==> src/rtl/saes_pkg.sv <==
// Shared S-AES tables, GF(16) arithmetic and inverse round primitives
// used by the iterative decryptor and its key schedule.
package saes_pkg;

    typedef enum logic [2:0] {
        ST_IDLE,
        ST_ARK2,
        ST_RND1,
        ST_RND0,
        ST_DONE
    } dec_state_t;

    localparam logic [7:0] RCON1 = 8'h80;
    localparam logic [7:0] RCON2 = 8'h30;

    localparam logic [3:0] SBOX [16] = '{
        4'h9, 4'h4, 4'hA, 4'hB, 4'hD, 4'h1, 4'h8, 4'h5,
        4'h6, 4'h2, 4'h0, 4'h3, 4'hC, 4'hE, 4'hF, 4'h7
    };

    localparam logic [3:0] INV_SBOX [16] = '{
        4'hA, 4'h5, 4'h9, 4'hB, 4'h1, 4'h7, 4'h8, 4'hF,
        4'h6, 4'h0, 4'h2, 4'h3, 4'hC, 4'h4, 4'hD, 4'hE
    };

    // Shift-and-add multiply, reducing x^4 back into x+1 on each doubling.
    function automatic logic [3:0] gf16_mul(input logic [3:0] a, input logic [3:0] b);
        logic [3:0] p;
        logic [3:0] aa;
        p  = 4'h0;
        aa = a;
        for (int i = 0; i < 4; i++) begin
            if (b[i]) p = p ^ aa;
            aa = {aa[2:0], 1'b0} ^ (aa[3] ? 4'b0011 : 4'b0000);
        end
        return p;
    endfunction

    function automatic logic [7:0] key_g(input logic [7:0] w, input logic [7:0] rcon);
        return {SBOX[w[3:0]], SBOX[w[7:4]]} ^ rcon;
    endfunction

    function automatic logic [15:0] inv_sub16(input logic [15:0] s);
        return {INV_SBOX[s[15:12]], INV_SBOX[s[11:8]], INV_SBOX[s[7:4]], INV_SBOX[s[3:0]]};
    endfunction

    function automatic logic [15:0] inv_shift16(input logic [15:0] s);
        return {s[15:12], s[3:0], s[7:4], s[11:8]};
    endfunction

    function automatic logic [7:0] inv_mix_col(input logic [7:0] c);
        return {gf16_mul(4'h9, c[7:4]) ^ gf16_mul(4'h2, c[3:0]),
                gf16_mul(4'h2, c[7:4]) ^ gf16_mul(4'h9, c[3:0])};
    endfunction

    function automatic logic [15:0] inv_mix16(input logic [15:0] s);
        return {inv_mix_col(s[15:8]), inv_mix_col(s[7:0])};
    endfunction

endpackage

==> src/rtl/saes_key_sched.sv <==
// Combinational S-AES key expansion: cipher key -> three round keys.
module saes_key_sched
    import saes_pkg::*;
(
    input  logic [15:0] key_q,
    output logic [15:0] k0,
    output logic [15:0] k1,
    output logic [15:0] k2
);

    logic [7:0] w0, w1, w2, w3, w4, w5;

    assign w0 = key_q[15:8];
    assign w1 = key_q[7:0];
    assign w2 = w0 ^ key_g(w1, RCON1);
    assign w3 = w2 ^ w1;
    assign w4 = w2 ^ key_g(w3, RCON2);
    assign w5 = w4 ^ w3;

    assign k0 = key_q;
    assign k1 = {w2, w3};
    assign k2 = {w4, w5};

endmodule

==> src/rtl/saes_dec_iter.sv <==
// Iterative S-AES decryptor: one inverse round-stage per clock behind
// valid/ready handshakes on both the ciphertext and plaintext sides.
module saes_dec_iter
    import saes_pkg::*;
(
    input  logic        CLK,
    input  logic        RST_n,
    input  logic        In_Valid,
    output logic        In_Ready,
    input  logic [15:0] Cipher_Text,
    input  logic [15:0] Key,
    output logic        Out_Valid,
    input  logic        Out_Ready,
    output logic [15:0] Plain_Text
);

    dec_state_t  state;
    logic [15:0] st;
    logic [15:0] key_q;
    logic [15:0] k0, k1, k2;
    logic [15:0] rnd1_val;
    logic [15:0] rnd0_val;

    saes_key_sched u_key_sched (
        .key_q (key_q),
        .k0    (k0),
        .k1    (k1),
        .k2    (k2)
    );

    assign rnd1_val = inv_mix16(inv_sub16(inv_shift16(st)) ^ k1);
    assign rnd0_val = inv_sub16(inv_shift16(st)) ^ k0;

    // In_Ready/Out_Valid are registered alongside the state so that
    // In_Ready stays low until the first edge after reset release.
    always_ff @(posedge CLK or negedge RST_n) begin
        if (!RST_n) begin
            state      <= ST_IDLE;
            st         <= 16'h0000;
            key_q      <= 16'h0000;
            Plain_Text <= 16'h0000;
            In_Ready   <= 1'b0;
            Out_Valid  <= 1'b0;
        end else begin
            case (state)
                ST_IDLE: begin
                    if (In_Valid && In_Ready) begin
                        st       <= Cipher_Text;
                        key_q    <= Key;
                        state    <= ST_ARK2;
                        In_Ready <= 1'b0;
                    end else begin
                        In_Ready <= 1'b1;
                    end
                end
                ST_ARK2: begin
                    st    <= st ^ k2;
                    state <= ST_RND1;
                end
                ST_RND1: begin
                    st    <= rnd1_val;
                    state <= ST_RND0;
                end
                ST_RND0: begin
                    st         <= rnd0_val;
                    Plain_Text <= rnd0_val;
                    Out_Valid  <= 1'b1;
                    state      <= ST_DONE;
                end
                ST_DONE: begin
                    if (Out_Ready) begin
                        Out_Valid <= 1'b0;
                        In_Ready  <= 1'b1;
                        state     <= ST_IDLE;
                    end
                end
                default: begin
                    Out_Valid <= 1'b0;
                    In_Ready  <= 1'b0;
                    state     <= ST_IDLE;
                end
            endcase
        end
    end

endmodule

==> config.mk <==
export PLATFORM = sky130hd
export DESIGN_NAME = saes_dec_iter
export DESIGN_NICKNAME = d
export VERILOG_FILES = /design/src/rtl/saes_pkg.sv /design/src/rtl/saes_key_sched.sv /design/src/rtl/saes_dec_iter.sv
export SDC_FILE = /design/constraint.sdc
export NUM_CORES = 1
export LEC_CHECK = 0
export CAP_MARGIN = 20
export CORE_UTILIZATION = 25
export DETAILED_ROUTE_END_ITERATION = 12
export PLACE_DENSITY = 0.51
export SLEW_MARGIN = 20
export SYNTH_ARGS = -nofsm -noshare
export SYNTH_HDL_FRONTEND = slang
export SYNTH_SLANG_ARGS = --single-unit
==> constraint.sdc <==
create_clock -name CLK -period 3.5 [get_ports CLK]
set_clock_uncertainty 0.05 [all_clocks]
set_input_delay 0.525 -clock CLK [delete_from_list [all_inputs] [get_ports CLK]]
set_output_delay 0.525 -clock CLK [all_outputs]
set_load 0.02 [all_outputs]
Yosys cells after proc, flatten, opt, wreduce, memory -nomap -nowiden. Memory sizes are Yosys's and may differ from the RTL's. Cells that the tools add are included.

Memories: 8. Bits in read-only memories: 512. Output and inout port bits: 18. Bits in latches: 0. Input port bits: 36. Bits in writable memories: 0. Word-level logic and storage cells: 143. Flip-flop bits (word level): 53.

Memories: (no name shown) (words 16, width 4, rd ports 1, clocked after memory_dff 0, write ports 0, line saes_pkg.sv:40) `return {SBOX[w[3:0]], SBOX[w[7:4]]} ^ rcon;`; (no name shown) (words 16, width 4, rd ports 1, clocked after memory_dff 0, write ports 0, line saes_pkg.sv:40); (no name shown) (words 16, width 4, rd ports 1, clocked after memory_dff 0, write ports 0, line saes_pkg.sv:40); (no name shown) (words 16, width 4, rd ports 1, clocked after memory_dff 0, write ports 0, line saes_pkg.sv:40); (no name shown) (words 16, width 4, rd ports 1, clocked after memory_dff 0, write ports 0, line saes_pkg.sv:44) `return {INV_SBOX[s[15:12]], INV_SBOX[s[11:8]], INV_SBOX[s[7:4]], INV_SBOX[s[3:0]]};`; (no name shown) (words 16, width 4, rd ports 1, clocked after memory_dff 0, write ports 0, line saes_pkg.sv:44); +2 memories.

Div/mod/pow operators: 0. Muxes and demuxes: 58. Bitwise operators: 47. Shift-type cells: 0. $mul: 0. Reduce and logical (&&, ||, !) cells: 10. Add/subtract/negate cells: 0. Magnitude comparators: 8. Equality and inequality tests: 6.

Operator list (count): 2-to-1 mux 4 bit (24); one-hot mux 16 bit (4 select lines) (1); bitwise XOR 16 bit (3); greater-or-equal comparator 5 bit (second input constant) (8); inverter 4 -> 5 bit (8); bitwise XOR 8 bit (4); 2-to-1 mux 3 bit (10); 2-to-1 mux 2 bit (12); 2-to-1 mux 16 bit (1); bitwise XOR 4 bit (4); inverter 1 bit (15); one-hot mux 3 bit (5 select lines) (1); inverter 2 bit (5); AND reduction 2 bit (5); inverter 1 bit (first input constant) (8); 2-to-1 mux 1 bit (7); == test 3 x 2 -> 1 bit (second input constant) (2); one-hot mux 1 bit (3 select lines) (2); OR reduction 3 bit (2); != test 2 bit (second input constant) (2); nonzero test 4 bit (1); == test 3 x 1 -> 1 bit (second input constant) (1); == test 3 bit (second input constant) (1); logical NOT 3 bit (1); logical AND 1 bit (1).

Logic depth before layout (Yosys ltp). Gate-level depths: netlist (run 1).

Word-level depth: 16. Gate-level depth with buffers: 13. Gate-level depth less buffers: 13.

By module. From an unflattened synthesis (run 1), not the netlist that was laid out.

Cells, all modules: 527. Area total of the unflattened synthesis: 5018.6 um^2.

Modules (own cells, without submodules): saes_dec_iter (cells an instance 380, seq. area each 1326.3 um^2, instances 1, area an instance 3718.6 um^2); saes_key_sched (cells an instance 147, seq. area each 0.0 um^2, instances 1, area an instance 1300.0 um^2).

Worst setup path before layout (run 1). OpenSTA, ideal clock, no wires.

Path type: reg2reg. Start point: register key_q[5]. End point: register st[6]. Period minus slack after synthesis: 3.505 ns. Buffers on the path: 0. Arrival time: 3.323 ns. Setup time: 0.132 ns. Stages on the path, launching flop included: 13. Data required time: 3.318 ns. Setup slack: -0.005 ns. Cell sequence: dfrtp_1 inv_1 ha_1 mux4_2 xor2_4 xnor2_4 inv_1 ha_1 mux2_2 a211o_1 xnor2_1 a221oi_1 nor3_2.

Longest elaborated chain between the ends: 14. Elaborated cells on any way between the ends: 18. Those cells by class: 7 x mux; 9 x bitwise; 2 x memory.

Ends and longest elaborated chain: from (decl) (line saes_dec_iter.sv:19) `logic [15:0] key_q;`; from (signal assigned) (line saes_dec_iter.sv:49) `key_q <= Key;`; inverter 4 -> 5 bit (not written as such) * (line saes_pkg.sv:40); memory (16 x 4 bit) *; 2-to-1 mux 4 bit (not written as such) * (2 in a row) (line saes_pkg.sv:40); bitwise XOR 8 bit * (line saes_key_sched.sv:15) `assign w2 = w0 ^ key_g(w1, RCON1);`; bitwise XOR 8 bit * (line saes_key_sched.sv:16) `assign w3 = w2 ^ w1;`; inverter 4 -> 5 bit (not written as such) (line saes_pkg.sv:40); memory (16 x 4 bit); 2-to-1 mux 4 bit (not written as such) (2 in a row) (line saes_pkg.sv:40); bitwise XOR 8 bit (line saes_key_sched.sv:17) `assign w4 = w2 ^ key_g(w3, RCON2);`; bitwise XOR 8 bit (line saes_key_sched.sv:18) `assign w5 = w4 ^ w3;`; bitwise XOR 16 bit (line saes_dec_iter.sv:57) `st <= st ^ k2;`; one-hot mux 16 bit (4 select lines) * (line saes_dec_iter.sv:45) `case (state)`; to (signal assigned) (line saes_dec_iter.sv:48) `st <= Cipher_Text;`; to (signal assigned) (line saes_dec_iter.sv:57); to (signal assigned) (line saes_dec_iter.sv:61) `st <= rnd1_val;`; to (decl) (line saes_dec_iter.sv:18) `logic [15:0] st;`.

Every way passes the cells marked *; elsewhere a longest branch is shown, timed or not. The select of a mux whose other input is x is not followed. A chain may end at the register's enable or synchronous reset.

Worst setup path in the final report (run 1).
Start point: register key_q[4]. End point: register st[6].

Same word-level chain as after synthesis.

==> results.txt, run 1 <==
The number of global-route vias before repair came out at around 4000. The complex-gate fraction of the synthesized area came out at between 10% and 20%. The combined area of all synthesized cells is between 0.004 and 0.005 mm2. The number of failing hold endpoints at the final stage is 0. The maximum clock frequency is roughly 300 MHz. The final critical-path share of the clock period is a little over nine tenths. The total inserted antenna cells is 0.

The count of buffering cells on the critical path with inverters included came out at 2. The final layout contains 670 nets. The data required time of the worst path is 3.65 ns. The path class of the tightest hold or removal check is in2async. The count of different cell masters after synthesis came out at 55. The aggregate global routing overflow came out at 0.

The buffer levels on the longest clock path came out at 2. The minimum period implied by the final worst setup slack is 3.29 ns. For this run, the leading register cell type out of synthesis is sky130_fd_sc_hd__dfrtp_1.

The global-route total usage across every layer came out at ~15%. The number of enable flip-flop cells after synthesis came out at 0. The iteration count of the initial detailed-routing pass is 5. The share of synthesized flip-flops with an asynchronous set or reset came out at between 90% and 100%. The first global-routing pass estimated 22.8 mm of wire. The pre-CTS setup slack came out at approximately 0.056 ns. The effective utilization at floorplan is 25.7%. The number of port buffers is 53. The initial antenna violation count came out at 0. Entering global routing, the biggest net connects 39 pins.

The via count normalized by instance count came out at roughly 4.8. The worst hold-check slack is 0.303 ns. The max-slew violation total from the final report came out at 0. The clock latency of the later-clocked register in the worst-skew pair is ~0.31 ns. The biggest cell delay along the critical path is between 0.5 and 0.6 ns. The row count came out at 50. The worst endpoint data arrival time is between 3 and 4 ns. Traced cell by cell, the critical path runs through inv_1 > ha_1 > mux4_2 > xor2_4 > xnor2_4 > inv_1 > ha_1 > mux2_2 > a211o_1 > xnor2_1 > a221oi_2 > nor3_2. The share of synthesized cell area in full adder, half adder and majority cells is roughly 9.8%. The multiplexer share of the synthesized area came out at 9.02%. The number of synthesized register bits came out at between 50 and 60. The final worst slack is around 0.21 ns. Setup repair after global routing left no endpoint under its margin.

The transition time of the tightest slew-check pin came out at about 0.94 ns. The final weighted congestion of routability-driven global placement came out at roughly 0.90. The count of nets left with antenna violations once routing finished came out at 0. The final route contains roughly 4100 vias. Summing the areas of all xor and xnor instances in the mapped netlist gives about a fifth of the synthesized area. The detail-routed net length per standard cell is around 17 um. The share of the yosys chip area belonging to registers came out at 27.3%. The master cell of the clock root buffer is sky130_fd_sc_hd__clkbuf_16. The max-capacitance violation count is 0. The area of the core is approximately 0.019 mm2. The clock-pin transition on the worst setup and hold timing paths came out at around 0.070 ns. The total routed wirelength came out at between 10 and 15 mm.

In the synthesized netlist, the number of instances is ~530. The first routing iteration left roughly 350 violations. The flow ran to the end, and the final reports show no timing, DRC or antenna violations.

After routing, the total negative slack on setup checks comes to 0 ns. Headroom to the max-slew limit came out at between 30 and 40%. The kind of critical path is reg2reg.

The overall die height came out at between 100 and 150 um. On the critical path, the stage with the largest delay is an instance of sky130_fd_sc_hd__mux4_2. The setup-violating endpoint count in the final report came out at 0.

The worst setup path is captured at a flop. By area, the combinational part of the netlist is dominated by XOR/XNOR gates. The critical-path maximum fanout came out at 4. STA classifies the critical path startpoint as a flop. The number of H-tree levels came out at 2. The kind of cell adding the most delay to the critical path is multiplexers.

The die covers 0.0200 mm2. The layout-stage area growth over the synthesis result is 23.1%. In this run, CTS created clock tree buffers numbering 5. The floorplan step set the die width to 141 um.

The mean instance size in the synthesized netlist came out at approximately 9.1 um2. Summing the areas of all and, or, nand and nor instances in the mapped netlist gives between 10 and 15% of the synthesized area. The number of remaining DRC errors came out at 0. The CTS tree is built. The I/O pin count came out at 54. The net count after synthesis is roughly 600. The share of final-layout standard cells stronger than drive strength 1 is approximately 15%. The sink count of the clock tree came out at 53. The HPWL after detailed placement is 11.4 mm. Yosys printed 0 warnings.
## placed cells by master (no fill, tap or decap), types with 10 or more instances in the layout
| master | n |
|---|---|
| sky130_fd_sc_hd__inv_1 | 29 |
| sky130_fd_sc_hd__o21ai_0 | 43 |
| sky130_fd_sc_hd__nor2_1 | 22 |
| sky130_fd_sc_hd__mux2i_1 | 10 |
| sky130_fd_sc_hd__dfrtp_1 | 52 |
| sky130_fd_sc_hd__ha_1 | 38 |
| sky130_fd_sc_hd__a21oi_1 | 28 |
| sky130_fd_sc_hd__nor3_1 | 20 |
| sky130_fd_sc_hd__xor2_1 | 25 |
| sky130_fd_sc_hd__buf_4 | 30 |
| sky130_fd_sc_hd__a211oi_1 | 12 |
| sky130_fd_sc_hd__mux2_2 | 20 |
| sky130_fd_sc_hd__clkdlybuf4s50_1 | 52 |
| sky130_fd_sc_hd__xnor2_1 | 71 |
| sky130_fd_sc_hd__nand2_1 | 46 |
## layer usage
layer | global-route usage (%) | wire (um) | vias up
li1 | - | - | 1968
met1 | 21.8 | 7270 | 1987
met2 | 23.2 | 6410 | 110
met3 | 2.23 | 570 | 12
met4 | 4.12 | 195 | 0
met5 | 0 | 0 | -
## logic make-up (layout without fill, tap and decap cells)
family / Yosys count / after routing
compound gates: 122 / 122
xor+xnor: 105 / 105
fa+ha+maj: 38 / 38
buf+inv: 58 / 122
flops: 53 / 53
mux: 35 / 35
simple gates: 122 / 122
## synth_stat cells, drive strengths merged (7+ instances only)
library cell   n  area, um2
a211oi        12       90.1
o21ai         45        225
a31oi          8       62.6
clkbuf        21       78.8
a21oi         28        140
nand2         46        173
dfrtp         53       1330
inv           30        115
nor3          23        125
xnor2         76        707
nor2          23       88.8
mux2          20        225
a221oi         7       67.6
xor2          27        263
mux2i         10        100
ha            38        475
## layout make-up
cell class | instances | area [um2]
inverter | 31 | 119
timing repair buffer | 83 | 751
fill | 1994 | 12900
clock buffer | 5 | 125
tap | 260 | 325
clock inverter | 3 | 22.5
multi-input combinational | 422 | 3310
sequential | 53 | 1330
## final timing paths
check | cells after the start | from | slack, ns | to
hold reg to reg | 2 | Plain_Text[6] | 0.43 | Plain_Text[6]
min in group CLK | 2 | Plain_Text[6] | 0.43 | Plain_Text[6]
max in group asynchronous | 2 | RST_n | 2.30 | key_q[2]
hold / removal | 1 | RST_n | 0.30 | Plain_Text[7]
setup reg to reg | 12 | key_q[4] | 0.21 | st[6]
setup / recovery | 12 | key_q[4] | 0.21 | st[6]
## stage by stage
stage               std cells  util, %  cell area (um2)
global placement          847     30.7             5800
floorplan                 533        -             4860
CTS                       855     31.5             5950
detailed placement        847     30.7             5800
finish                    857     31.6             5980
global route              857     31.6             5980
## sequential cells by signal (all words and copies together), names as in the netlist
| name | cells |
|---|---|
| In_Ready | 1 |
| Out_Valid | 1 |
| Plain_Text | 16 |
| key_q | 16 |
| st | 16 |
| state | 3 |
## repair_timing
item | in CTS | in global routing
resized for setup | 0 | 3
endpoints found under the setup margin | 0 | 6
setup buffers | 0 | 2
hold buffers | 0 | 0
Power of run 1 is left out: the tool's default activity adds up to more than one toggle a clock period on the data nets, which glitch-free logic cannot reach.
==> inputs of run 2 (changes only) <==
--- a/config.mk
+++ b/config.mk
@@ -5,6 +5,7 @@
 export SDC_FILE = /design/constraint.sdc
 export NUM_CORES = 1
 export LEC_CHECK = 0
+export ABC_AREA = 1
 export CAP_MARGIN = 20
 export CORE_UTILIZATION = 25
 export DETAILED_ROUTE_END_ITERATION = 12
==> results.txt, run 2 <==
The effective utilization at floorplan was 25.8% (+0.097 points). The cell occurring most often along the worst timing path is sky130_fd_sc_hd__nand2_1. The data required time of the worst path came out at 3.66 ns (about the same). The final weighted congestion of routability-driven global placement came out at 0.879 (-2.4%). The multiplexer share of the synthesized area was 0% (-9.0 points).

The aggregate global routing overflow is 0 (unchanged). The layout filler cell count came to 2347 (+18%). The max-capacitance violation count came out at 0 (unchanged). The detail-routed net length per standard cell is 15.5 um (-7.8%). The number of H-tree levels came to 2 (unchanged). The multi-input logic area is 0.00359 mm2 (+8.5%).

The buffer levels on the longest clock path is 2 (unchanged). The share of synthesized cell area in full adder, half adder and majority cells was 8.66% (-1.1 points). The count of buffering cells on the critical path with inverters included is 3 (+1). The iteration count of the initial detailed-routing pass came out at 8 (+3). The setup-violating endpoint count in the final report came out at 0 (unchanged). The most used flip-flop cell after synthesis is sky130_fd_sc_hd__dfrtp_1. On the critical path, the stage with the largest delay is an instance of sky130_fd_sc_hd__dfrtp_1. The total routed wirelength is 18.8 mm (+30%). The tree is rooted in a sky130_fd_sc_hd__clkbuf_16. The combined area of all synthesized cells is 0.00549 mm2 (+13%).

The area share of xor/xnor cells in the synthesized design is 5.74% (-15 points). The CTS buffer count came out at 5 (unchanged). The placed cell count came out at 1205 (+42%). sky130_fd_sc_hd__nand2_1 is the most common cell in the netlist.

Setup repair after global routing left no endpoint under its margin. The net count after synthesis is 968 (+59%). The max-slew violation total from the final report came to 0 (unchanged). In the layout the commonest cells are sky130_fd_sc_hd__nand2_1 (320), sky130_fd_sc_hd__nand3_1 (141), sky130_fd_sc_hd__inv_1 (99). The total inserted antenna cells is 0 (unchanged).

The complex-gate fraction of the synthesized area came out at 5.52% (-10 points). The share of final-layout standard cells stronger than drive strength 1 came out at 7.68% (-6.9 points). The number of non-filler instances in the completed layout was 1213 (+42%). The final critical-path share of the clock period came out at 87.5% (-6.5 points). The minimum period implied by the final worst setup slack was 3.06 ns (-0.226 ns). The number of failing hold endpoints at the final stage came out at 0 (unchanged). The run finished with clean final reports. The via count normalized by instance count came out at 4.59 (-3.5%). The critical-path maximum fanout came to 10 (+6). The number of synthesized register bits is 53 (unchanged). The final net count is 1011 (+51%).

The die width was 150 um (+6.3%). Grouping stages by cell kind, the critical path spends the most delay in simple AND/OR/NAND/NOR gates. The worst min-delay path class is in2async.

The global-route wire length before repair was 29.5 mm (+29%). The startpoint kind of the worst setup timing path is a flop. The CTS tree is built. The kind of critical path is reg2reg. The depth of the critical timing path with buffers and inverters included is 20 (+8). The yosys synthesis warning count is 0 (unchanged). The synthesized netlist cell count came to 894 (+68%). The overall die height is 150 um (+6.3%). The total negative slack for setup checks came to 0 ns (unchanged). The number of vias in the routed layout came to 5570 (+37%). STA classifies the critical path endpoint as a flop. The count of different cell masters after synthesis came to 37 (-33%). After synthesis, the largest family of logic cells by area is simple AND/OR/NAND/NOR gates. The cell type with the highest aggregate area in the netlist is sky130_fd_sc_hd__dfrtp_1. The largest registers in the layout are Plain_Text x16, key_q x16, st x16. The I/O pin count is 54 (unchanged).

The clock latency of the later-clocked register in the worst-skew pair came out at 0.31 ns (about the same). Leaving out fill and tap cells, the most frequent cell in the layout is sky130_fd_sc_hd__nand2_1. The worst endpoint data arrival time came out at 3.22 ns (-0.21 ns). The area of the core is 0.0213 mm2 (+13%). The worst reg2reg path depth is 20 (+8). The sink count of the clock tree came to 53 (unchanged). The layout-stage area growth over the synthesis result came out at 17.8%. The number of global-route vias before repair is 5387 (+37%). The row count came to 53 (+6.0%). The register area is 0.00133 mm2 (about the same). The maximum clock frequency is 327 MHz (+7.4%). The number of setup buffers added after CTS is 0 (unchanged). The worst setup slack for register-to-register paths is 0.44 ns (+0.23 ns). The global-route total usage across every layer is 17.5% (+2.4 points). The area share of the largest cell type after synthesis is 24.2% (-3.2 points). The transition time of the tightest slew-check pin came out at 0.659 ns (-0.282 ns).

In the synthesized netlist, the cells that appear most often are sky130_fd_sc_hd__nand2_1 (320), sky130_fd_sc_hd__nand3_1 (141), sky130_fd_sc_hd__inv_1 (99). The share of synthesized cell area in and, or, nand and nor gates is 45.5% (+33 points). The signal on the critical path passes through inv_2 > ha_1 > nand2_1 > nand3_2 > nand2_1 > nand2_1 > nand2_2 > nand2_1 > nand2_2 > inv_2 > ha_1 > inv_1 > nand3_1 > nand3_1 > nand2_1 > nand2_1 > nand3_1 > nand3_1 > nand2_1 > nand2_1. The share of synthesized flip-flops with an asynchronous set or reset came out at 100% (unchanged). The number of remaining DRC errors is 0 (unchanged). The maximum number of pins on one net before global-route repair came out at 38 (-2.6%). The post-detailed-route count of antenna-violating nets is 0 (unchanged). The DRC marker count from the first detailed-route iteration is 338 (-4.0%). The worst max-slew margin expressed relative to the limit came out at 56.1% (+19 points). The number of buffers added to fix hold violations after cts came out at 0 (unchanged). The biggest cell delay along the critical path came out at 0.66 ns (+0.13 ns). The mean instance size in the synthesized netlist came out at 6.14 um2 (-33%). Ranked by total cell area, the synthesized netlist is headed by sky130_fd_sc_hd__dfrtp_1 (24%), sky130_fd_sc_hd__nand2_1 (22%), sky130_fd_sc_hd__nand3_1 (13%). The share of the yosys chip area belonging to registers is 24.2% (-3.2 points). The clock-pin transition on the worst setup and hold timing paths was 0.08 ns (about the same). The total die area is 0.0226 mm2 (+13%). The number of enable flip-flop cells after synthesis came out at 0 (unchanged). The number of instances resized during post-cts repair is 0 (unchanged). The initial antenna violation count came to 0 (unchanged). The number of port buffers came out at 53 (unchanged). The post-detailed-placement half-perimeter wirelength was 15.1 mm (+32%).
[run 2: cell families (layout without fill, tap and decap cells)]
| logic type | Yosys count | count (layout) |
|---|---|---|
| adder cells (fa/ha/maj) | 38 | 38 |
| buffers and inverters | 140 | 184 |
| AND/OR/NAND/NOR | 574 | 574 |
| AO/OA/AOI/OAI | 56 | 56 |
| XOR/XNOR | 33 | 33 |
| flip-flops | 53 | 53 |
[run 2: cell type report]
type,count,share of cell area [%]
clock buffers,6,2.15
clock inverters,2,0.581
inverters,113,6.60
multi-input cells,701,55.5
flip-flops and latches,53,20.5
well taps,275,5.32
repair buffers,63,9.29
[run 2: stage by stage]
step	utilization (%)	area, um2	setup WS (ns)	hold WS, ns
2_1_floorplan	-	5490	0.946	0.179
3_3_place_gp	29.5	6290	0.493	0.416
3_5_place_dp	29.5	6290	0.454	0.416
4_1_cts	30.4	6460	0.426	0.112
5_1_grt	30.4	6460	0.134	0.124
6_report	30.4	6460	0.439	0.0967
[run 2: metal layers]
layer	global-route usage, %	wire, um	part of all wire [%]
met1	23.0	8840	47
met2	29.4	8690	46
met3	3.33	1010	5.4
met4	3.99	303	1.6
met5	0	0	0
[run 2: path summary, 6_finish.rpt]
kind | startpoint | end
setup / recovery | key_q[5] | st[4]
hold / removal | RST_n | key_q[8]
setup reg to reg | key_q[5] | st[4]
hold reg to reg | Plain_Text[9] | Plain_Text[9]
max in group asynchronous | RST_n | st[13]
min in group CLK | Plain_Text[9] | Plain_Text[9]
Power of run 2 is left out for the same reason.
==> inputs of run 3 (changes only) <==
--- a/config.mk
+++ b/config.mk
@@ -7,9 +7,9 @@
 export LEC_CHECK = 0
 export ABC_AREA = 1
 export CAP_MARGIN = 20
-export CORE_UTILIZATION = 25
+export CORE_UTILIZATION = 40
 export DETAILED_ROUTE_END_ITERATION = 12
-export PLACE_DENSITY = 0.51
+export PLACE_DENSITY = 0.7
 export SLEW_MARGIN = 20
 export SYNTH_ARGS = -nofsm -noshare
 export SYNTH_HDL_FRONTEND = slang
==> results.txt, run 3 (same netlist as run 2, synthesis figures left out) <==
The clock latency of the later-clocked register in the worst-skew pair is 0.31 ns (about the same). The clock-pin transition on the worst setup and hold timing paths is 0.07 ns (about the same). The worst endpoint data arrival time came out at 3.07 ns (-0.15 ns). The terminus of the critical flop-to-flop path is st[12]. The number of port buffers is 53 (unchanged). The cell family contributing the most delay on the critical path is simple AND/OR/NAND/NOR gates. The total negative slack for setup checks is 0 ns (unchanged). The aggregate global routing overflow was 0 (unchanged). The run finished with clean final reports.

In this run the clock root is driven by a sky130_fd_sc_hd__clkbuf_16. The final weighted congestion of routability-driven global placement is 0.991 (+13%). The data required time of the worst path is 3.65 ns (about the same).

The final net count is 1008 (-0.30%). The minimum period implied by the final worst setup slack is 2.92 ns (-0.141 ns). The number of instances resized during post-cts repair came out at 0 (unchanged).

The number of global-route vias before repair is 5095 (-5.4%). The die width is 119 um (-21%). The number of buffers added to fix hold violations after cts came out at 0 (unchanged). The setup-violating endpoint count in the final report is 0 (unchanged). The global-route total usage across every layer is 23.1% (+5.6 points). The multi-input logic area is 0.00359 mm2 (unchanged). The number of vias in the routed layout came out at 5521 (-0.88%). The via count normalized by instance count came out at 4.97 (+8.2%). The buffer levels on the longest clock path came to 2 (unchanged). The total die area came out at 0.0142 mm2 (-37%). The reg-to-reg critical path startpoint is key_q[4]. The most critical setup path has its endpoint at st[12]. The maximum clock frequency is 342 MHz (+4.8%). The number of failing hold endpoints at the final stage is 0 (unchanged). The signal on the critical path passes through inv_1 > ha_1 > or2_2 > nand2_1 > nand2_1 > nand3_1 > nand2_1 > nand2_1 > nand2_1 > ha_1 > inv_1 > nand3_1 > nand3_1 > nand2_1 > nand2_1 > nand3_1 > nand3_1 > nand2_1 > nand2_1. The worst setup path is of the reg2reg kind. The worst reg2reg path depth is 19 (-5.0%).

The row count came out at 42 (-21%). The largest registers in the layout are Plain_Text x16, key_q x16, st x16. The overall die height was 119 um (-21%). The CTS buffer count was 5 (unchanged). The global-route wire length before repair came out at 25.7 mm (-13%). The post-detailed-placement half-perimeter wirelength was 12.4 mm (-18%). The final critical-path share of the clock period is 83.5% (-4.0 points).

The initial antenna violation count came out at 0 (unchanged). STA classifies the critical path startpoint as a flop. The biggest cell delay along the critical path was 0.47 ns (-0.19 ns). The top cell types in the final layout, fill and taps aside, are sky130_fd_sc_hd__nand2_1 (320), sky130_fd_sc_hd__nand3_1 (141), sky130_fd_sc_hd__inv_1 (99). The beginning of the critical path is key_q[4]. The worst max-slew margin expressed relative to the limit is 30.2% (-26 points).

The iteration count of the initial detailed-routing pass came out at 6 (-2). The post-detailed-route count of antenna-violating nets is 0 (unchanged). The max-slew violation total from the final report is 0 (unchanged). The number of H-tree levels is 2 (unchanged). The category of the worst setup path capture point is a flop.

The total inserted antenna cells came out at 0 (unchanged). The transition time of the tightest slew-check pin was 1.04 ns (+0.385 ns). The I/O pin count came out at 54 (unchanged).

The most common cell after layout, fill and taps aside is sky130_fd_sc_hd__nand2_1. The register area was 0.00133 mm2 (unchanged). The depth of the critical timing path with buffers and inverters included is 19 (-5.0%). The share of final-layout standard cells stronger than drive strength 1 came out at 7.38% (-0.30 points). The worst setup slack for register-to-register paths came to 0.58 ns (+0.14 ns). The number of setup buffers added after CTS came out at 0 (unchanged). The layout filler cell count came out at 1376 (-41%). Relative to the synthesized area, the layout overhead comes to 14.6%. The max-capacitance violation count came out at 0 (unchanged). The count of buffering cells on the critical path with inverters included came to 2 (-1). By instance count, the cell type seen most on the critical path is sky130_fd_sc_hd__nand2_1.

The critical-path maximum fanout is 7 (-3). The sink count of the clock tree came out at 53 (unchanged). The worst min-delay path class is in2async. For this design, the slowest cell found on the critical path is sky130_fd_sc_hd__dfrtp_1. The effective utilization at floorplan was 41.3% (+16 points). The DRC marker count from the first detailed-route iteration was 365 (+8.0%). The total routed wirelength came to 15.6 mm (-17%). The detail-routed net length per standard cell is 14.0 um (-9.6%). The maximum number of pins on one net before global-route repair is 42 (+11%). Setup repair after global routing left no endpoint under its margin. The number of remaining DRC errors came out at 0 (unchanged). The area of the core is 0.0133 mm2 (-38%). TritonCTS built the clock tree.
[run 3: cell types whose count changed in the layout (fill, tap and decap cells not counted)]
cell,before,now
sky130_fd_sc_hd__buf_4,10,7
sky130_fd_sc_hd__clkbuf_8,1,0
sky130_fd_sc_hd__clkinvlp_4,1,2
sky130_fd_sc_hd__inv_8,0,1
sky130_fd_sc_hd__bufinv_16,1,0
[run 3: worst min-delay path by stage]
stage,slack (ns),from,endpoint
floorplan,0.18,RST_n,In_Ready
global placement,0.42,Plain_Text[15],Plain_Text[15]
detailed placement,0.42,Plain_Text[6],Plain_Text[6]
CTS,0.34,RST_n,Plain_Text[10]
global route,0.39,RST_n,Plain_Text[10]
finish,0.33,RST_n,st[15]
[run 3: cell type report]
| cell class | instances | share of cell area (%) |
|---|---|---|
| clock buffer | 5 | 1.99 |
| clock inverter | 3 | 0.417 |
| inverter | 113 | 6.78 |
| multi-input combinational | 701 | 57.1 |
| sequential | 53 | 21.1 |
| tap | 176 | 3.50 |
| timing repair buffer | 60 | 9.18 |
[run 3: through the flow]
| stage | util (%) | hold WS, ns | std cells | worst slack [ns] | cell area [um2] |
|---|---|---|---|---|---|
| global route | 47.3 | 0.391 | 1111 | 0.274 | 6290 |
| finish | 47.3 | 0.330 | 1111 | 0.579 | 6290 |
| global placement | 46.2 | 0.416 | 1103 | 0.708 | 6140 |
| floorplan | - | 0.179 | 894 | 0.946 | 5490 |
| detailed placement | 46.2 | 0.416 | 1103 | 0.627 | 6140 |
| CTS | 47.3 | 0.343 | 1111 | 0.605 | 6290 |
[run 3: routing by layer]
layer  part of all wire [%]  wire, um  GRT usage [%]
met3                    3.5       551           3.26
met4                    3.9       601           9.41
met2                     45      7090           37.7
met5                      0         0              0
met1                     47      7370           30.5
Power of run 3 is left out for the same reason.
